$ cat config.mk
export PLATFORM = sky130hd
export DESIGN_NAME = pipe_boot_ctrl
export DESIGN_NICKNAME = d
export VERILOG_FILES = /design/src/rtl/pipe_boot_pkg.sv /design/src/rtl/pipe_boot_dump.sv /design/src/rtl/pipe_boot_ctrl.sv
export SDC_FILE = /design/constraint.sdc
export NUM_CORES = 1
export LEC_CHECK = 0
export BUFFER_PORTS_ARGS = -buffer_cell sky130_fd_sc_hd__clkbuf_2
export CORE_MARGIN = 4
export CORE_UTILIZATION = 44
export CTS_BUF_LIST = sky130_fd_sc_hd__clkbuf_8
export CTS_CLUSTER_DIAMETER = 40
export DETAILED_ROUTE_END_ITERATION = 12
export PLACE_DENSITY_LB_ADDON = 0.1
export RECOVER_POWER = 50
export SLEW_MARGIN = 40
export SYNTH_ARGS = -nofsm -noshare
export SYNTH_HDL_FRONTEND = slang
export SYNTH_SLANG_ARGS = --single-unit
$ cat constraint.sdc
create_clock -name clk -period 1.9 [get_ports clk]
set_input_delay 0.285 -clock clk [delete_from_list [all_inputs] [get_ports clk]]
set_output_delay 0.285 -clock clk [all_outputs]
set_load 0.01 [all_outputs]
$ cat src/rtl/pipe_boot_pkg.sv
// Shared state encoding and register-preload modes for the pipeline boot controller.
package pipe_boot_pkg;

    typedef enum logic [2:0] {
        ST_IDLE,
        ST_INIT,
        ST_LOAD,
        ST_RUN,
        ST_DUMP,
        ST_DONE
    } boot_state_e;

    localparam int INIT_NONE  = 0;
    localparam int INIT_INDEX = 1;
    localparam int INIT_ZERO  = 2;

    function automatic int max_int(input int a, input int b);
        return (a > b) ? a : b;
    endfunction

endpackage

$ cat src/rtl/pipe_boot_dump.sv
// Dump read stage: the register file answers one cycle after rf_addr, so the
// returned word is presented directly and parked in a skid register on a stall.
module pipe_boot_dump #(
    parameter int DATA_W = 32,
    parameter int RW     = 5
) (
    input  logic              clk,
    input  logic              rst_n,
    input  logic              issue_i,
    input  logic [RW-1:0]     idx_i,
    input  logic [DATA_W-1:0] rdata_i,
    input  logic              d_ready_i,
    output logic              d_valid_o,
    output logic [DATA_W-1:0] d_data_o,
    output logic [RW-1:0]     d_index_o,
    output logic              can_issue_o
);
    logic              pend_q;
    logic [RW-1:0]     pend_idx_q;
    logic              skid_q;
    logic [DATA_W-1:0] skid_data_q;
    logic [RW-1:0]     skid_idx_q;

    always_ff @(posedge clk or negedge rst_n) begin
        if (!rst_n) begin
            pend_q      <= 1'b0;
            pend_idx_q  <= '0;
            skid_q      <= 1'b0;
            skid_data_q <= '0;
            skid_idx_q  <= '0;
        end else begin
            pend_q <= issue_i;
            if (issue_i) pend_idx_q <= idx_i;
            // Read data is only on rdata_i for one cycle; capture it if not taken.
            if (skid_q && d_ready_i) begin
                skid_q <= 1'b0;
            end else if (pend_q && !skid_q && !d_ready_i) begin
                skid_q      <= 1'b1;
                skid_data_q <= rdata_i;
                skid_idx_q  <= pend_idx_q;
            end
        end
    end

    always_comb begin
        d_valid_o = skid_q | pend_q;
        d_data_o  = '0;
        d_index_o = '0;
        if (skid_q) begin
            d_data_o  = skid_data_q;
            d_index_o = skid_idx_q;
        end else if (pend_q) begin
            d_data_o  = rdata_i;
            d_index_o = pend_idx_q;
        end
    end

    // At most one word is ever in flight or parked, so a new read may go out
    // whenever the presented word (if any) leaves this cycle.
    assign can_issue_o = !d_valid_o || d_ready_i;

endmodule

$ cat src/rtl/pipe_boot_ctrl.sv
// Boot sequencer: preload registers, stream program into imem, run the core
// under a watchdog, then stream out the first DUMP_REGS registers.
module pipe_boot_ctrl
    import pipe_boot_pkg::*;
#(
    parameter int DATA_W     = 32,
    parameter int ADDR_W     = 10,
    parameter int NUM_REGS   = 32,
    parameter int DUMP_REGS  = 11,
    parameter int INIT_MODE  = 1,
    parameter int MAX_CYCLES = 1000,
    localparam int RW        = $clog2(NUM_REGS)
) (
    input  logic              clk,
    input  logic              rst_n,
    input  logic              start,
    input  logic              s_valid,
    output logic              s_ready,
    input  logic [DATA_W-1:0] s_data,
    input  logic              s_last,
    output logic              mem_we,
    output logic [ADDR_W-1:0] mem_addr,
    output logic [DATA_W-1:0] mem_wdata,
    output logic              rf_we,
    output logic [RW-1:0]     rf_addr,
    output logic [DATA_W-1:0] rf_wdata,
    input  logic [DATA_W-1:0] rf_rdata,
    output logic              core_rst_n,
    input  logic              core_halted,
    output logic              d_valid,
    input  logic              d_ready,
    output logic [DATA_W-1:0] d_data,
    output logic [RW-1:0]     d_index,
    output logic              done,
    output logic              timeout
);
    // One counter serves INIT index, RUN cycle count and DUMP read index.
    localparam int CW = $clog2(max_int(MAX_CYCLES, NUM_REGS + 1) + 1);

    boot_state_e       state_q, state_d;
    logic [CW-1:0]     cnt_q, cnt_d;
    logic [ADDR_W-1:0] addr_q, addr_d;
    logic              timeout_q, timeout_d;
    logic              dump_issue;
    logic              dump_ok;
    logic              last_dump;

    always_ff @(posedge clk or negedge rst_n) begin
        if (!rst_n) begin
            state_q   <= ST_IDLE;
            cnt_q     <= '0;
            addr_q    <= '0;
            timeout_q <= 1'b0;
        end else begin
            state_q   <= state_d;
            cnt_q     <= cnt_d;
            addr_q    <= addr_d;
            timeout_q <= timeout_d;
        end
    end

    pipe_boot_dump #(
        .DATA_W (DATA_W),
        .RW     (RW)
    ) u_dump (
        .clk         (clk),
        .rst_n       (rst_n),
        .issue_i     (dump_issue),
        .idx_i       (cnt_q[RW-1:0]),
        .rdata_i     (rf_rdata),
        .d_ready_i   (d_ready),
        .d_valid_o   (d_valid),
        .d_data_o    (d_data),
        .d_index_o   (d_index),
        .can_issue_o (dump_ok)
    );

    assign last_dump = d_valid && d_ready && (d_index == RW'(DUMP_REGS - 1));

    always_comb begin
        state_d    = state_q;
        cnt_d      = cnt_q;
        addr_d     = addr_q;
        timeout_d  = timeout_q;
        s_ready    = 1'b0;
        mem_we     = 1'b0;
        mem_addr   = '0;
        mem_wdata  = '0;
        rf_we      = 1'b0;
        rf_addr    = '0;
        rf_wdata   = '0;
        dump_issue = 1'b0;

        case (state_q)
            ST_IDLE, ST_DONE: begin
                if (start) begin
                    state_d   = (INIT_MODE == INIT_NONE) ? ST_LOAD : ST_INIT;
                    cnt_d     = '0;
                    addr_d    = '0;
                    timeout_d = 1'b0;
                end
            end
            ST_INIT: begin
                rf_we    = 1'b1;
                rf_addr  = cnt_q[RW-1:0];
                rf_wdata = (INIT_MODE == INIT_INDEX) ? DATA_W'(cnt_q[RW-1:0]) : '0;
                if (cnt_q == CW'(NUM_REGS - 1)) begin
                    state_d = ST_LOAD;
                    cnt_d   = '0;
                end else begin
                    cnt_d = cnt_q + CW'(1);
                end
            end
            ST_LOAD: begin
                s_ready  = 1'b1;
                mem_addr = addr_q;
                if (s_valid) begin
                    mem_we    = 1'b1;
                    mem_wdata = s_data;
                    addr_d    = addr_q + ADDR_W'(1);
                    // Top address accepted: leave rather than wrap over word 0.
                    if (s_last || (addr_q == '1)) begin
                        state_d = ST_RUN;
                        cnt_d   = '0;
                    end
                end
            end
            ST_RUN: begin
                if (core_halted) begin
                    state_d = ST_DUMP;
                    cnt_d   = '0;
                end else if (cnt_q == CW'(MAX_CYCLES - 1)) begin
                    state_d   = ST_DUMP;
                    cnt_d     = '0;
                    timeout_d = 1'b1;
                end else begin
                    cnt_d = cnt_q + CW'(1);
                end
            end
            ST_DUMP: begin
                rf_addr = cnt_q[RW-1:0];
                if (dump_ok && (cnt_q < CW'(DUMP_REGS))) begin
                    dump_issue = 1'b1;
                    cnt_d      = cnt_q + CW'(1);
                end
                if (last_dump) state_d = ST_DONE;
            end
            default: state_d = ST_IDLE;
        endcase
    end

    assign core_rst_n = (state_q == ST_RUN) || (state_q == ST_DUMP) || (state_q == ST_DONE);
    assign done       = (state_q == ST_DONE);
    assign timeout    = timeout_q;

endmodule

==> reports/metrics.csv <==
metric,value,unit
Crit Path Max Fanout,11,
area grow syn2layout,47.5,%
crit end category,output port,
Post-DP Area,0.00501,sq mm
pin count of the biggest net entering global routing,69,
ratio of cells with drive above 1 in the final layout,0.536,
Mapped Area,0.00404,sq mm
Num CTS Buffers,9,
final hold vios,0,
worst-margin pin slew,0.937,ns
Filler cells,710,
leakage power,3.09,nW
status,finished with violations,
average cell area after synthesis,10.1,sq um
worst setup margin,-0.161,ns
Boundary Pins,194,
"EDFF count, synth",0,
power per cell area,1230,mW/mm^2
DRC,0,
final worst-path cycle share,1.08,
CTS Root Cell,clkbuf_8,
FF-to-FF path depth,7,
Sink Count,68,
FMAX,485,MHz
Site Rows,34,
Worst Hold Class,primary input to register,
hold path endpoint,u_dump.skid_data_q[17],
reg2reg start,state_q[0],
min Tclk post-route,2.06,ns
dpl hpwl,8290,um
Pre-Repair DR Iteration Count,4,
flop2flop setup slack,-0.15,ns
most common library cells after synthesis,"dfrtp_1 (68), a22o_1 (44), and3_1 (41), mux2_2 (41), buf_4 (28)",
Synthesis Warnings,0,
Max-Cap Viols,0,
Cell variety after synth,46,
Starting Density,0.457,
Yosys top cell area share,0.421,
Die W,104,um
Overall Power,0.00733,W
vias in the first global route,3787,
most frequent cell after synthesis,dfrtp_1,
Die Height,104,um
worst vdd ir,674,uV
failing checks,negative setup slack,
ANT nets after route,0,
max-slew violation count,0,
I/O Buffers,166,
Post-synth ARST share,1.00,
FF-to-FF End,cnt_q[3],
DRT iter0 DRCs,132,
Total GRT Usage,0.211,
Final Cell Area,0.00596,sq mm
gpl congestion,0.816,
"area leader, netlist",dfrtp_1,
core box area,0.00885,sq mm
GR Overflow Total,0,
Hold Startpoint,rf_rdata[17],
Total Wirelength,12500,um
Vias/cell,5.41,
"Reg clk slew, reported paths",0.08,ns
Critical Path AT,1.78,ns
first-pass GRT wire length,18700,um
RSZ-0062 raised after global routing,yes,
post-synthesis sequential area ratio,0.421,
"Core Util, Final",0.674,
DIE AREA,0.0108,sq mm
Yosys reg bits,68,
H-tree levels,3,
Crit Path Class,register to output port,
Clock Skew,0.00877,ns
CTS tree,yes,
Clock Latency Late Sink,0.34,ns
Crit path required time,1.62,ns
WHS Path Cells,2,
Setup-failing EPs final,64,
via count,3859,
"worst slack, placed",-0.165,ns
cells after synthesis,399,
antenna violations before repair,1,
"Primary FF master, synth",dfrtp_1,
kind of start point of the critical path,register,
synth top area cells,"dfrtp_1 (42%), mux2_2 (11%), a22o_1 (9.5%)",
WL/cell,17.5,um
Final nets,672,
clk buf depth,2,
relative slew slack,0.376,
## power breakdown
group / internal, W / total, W / switching (W) / leakage [nW]
combinational: 0.00207 / 0.00388 / 0.00181 / 2.13
sequential: 0.00196 / 0.00225 / 0.000298 / 0.860
clock: 0.000602 / 0.00119 / 0.000591 / 0.0968
total: 0.00462 / 0.00733 / 0.00270 / 3.09
## kinds of logic (layout without fill, tap and decap cells)
logic type | after synthesis | count (layout) | synth area share
simple gates | 137 | 138 | 0.198
compound gates | 75 | 75 | 0.149
flops | 68 | 68 | 0.421
buf+inv | 67 | 245 | 0.0938
mux | 41 | 41 | 0.114
xor+xnor | 8 | 8 | 0.0173
fa+ha+maj | 2 | 2 | 0.00619
other cells | 1 | 28 | 0.000928
## repair_timing
item / in CTS / in global routing
gates resized for setup: 28 / 130
hold buffers: 1 / 0
pin swaps: 5 / 28
endpoints found under the setup margin: 95 / 110
buffers inserted: 6 / 11
cloned: 3 / 7
endpoints found under the hold margin: 68 / 0
## worst max-delay path, stage by stage, from the launching register on
cell      delay [ns]
dfrtp_2         0.43
or3b_4          0.46
clkinv_8        0.11
buf_16          0.13
and3_1          0.18
buf_2           0.13
## worst max path at each step
stage | from | to | cells past startpoint
6_report | state_q[0] | mem_wdata[13] | 5
5_1_grt | state_q[0] | mem_wdata[13] | 5
4_1_cts | state_q[2] | mem_wdata[21] | 5
3_5_place_dp | cnt_q[1] | cnt_q[7] | 6
3_3_place_gp | cnt_q[0] | cnt_q[8] | 6
2_1_floorplan | state_q[0] | cnt_q[2] | 7
## metrics by stage
step           TNS, ns  std cells  hold WS [ns]
2_1_floorplan        0        425       -0.0106
3_5_place_dp     -1.24        668         0.338
4_1_cts          -6.26        694         0.167
5_1_grt         -11.18        713         0.171
3_3_place_gp    -0.178        668         0.338
6_report         -7.03        713         0.182
## registers in the layout, summed over array words and instances, names as in the netlist
name,flops
u_dump.pend_idx_q,5
cnt_q,10
u_dump.skid_data_q,32
state_q,3
addr_q,10
u_dump.pend_q,1
timeout,1
u_dump.skid_idx_q,5
u_dump.skid_q,1
## layout make-up
type	instances	area, sq um	share of cell area
diodes	1	2.50	0.000420
clock buffers	9	124	0.0208
clock inverters	7	67.6	0.0113
inverters	10	52.6	0.00882
multi-input cells	291	2270	0.381
flip-flops and latches	68	1700	0.286
well taps	108	135	0.0227
repair buffers	219	1610	0.269
## placed cells by master, fill, tap and decap left out, types with 6 or more instances in the layout
master | netlist | final
clkbuf_8 | 0 | 9
o21ai_0 | 12 | 10
and3_4 | 0 | 17
dfrtp_1 | 68 | 66
and2_1 | 22 | 12
nor3_1 | 6 | 6
inv_1 | 10 | 9
buf_4 | 28 | 29
and2_4 | 0 | 10
xor2_1 | 8 | 7
and3_1 | 41 | 24
nor2_1 | 20 | 16
mux2_2 | 41 | 41
buf_2 | 6 | 30
a22o_1 | 44 | 44
conb_1 | 1 | 27
nand2_1 | 10 | 9
buf_6 | 2 | 36
clkbuf_2 | 0 | 109
## per-layer routing
layer / up-vias / share of wire / wire (um) / track usage
met5: - / 0 / 0 / 0
met4: 0 / 0.029 / 357 / 0.0826
met3: 24 / 0.047 / 590 / 0.0398
met2: 141 / 0.53 / 6590 / 0.383
met1: 1904 / 0.40 / 4930 / 0.245
li1: 1790 / - / - / -
No activity file was read; power rests on OpenSTA's default activity.
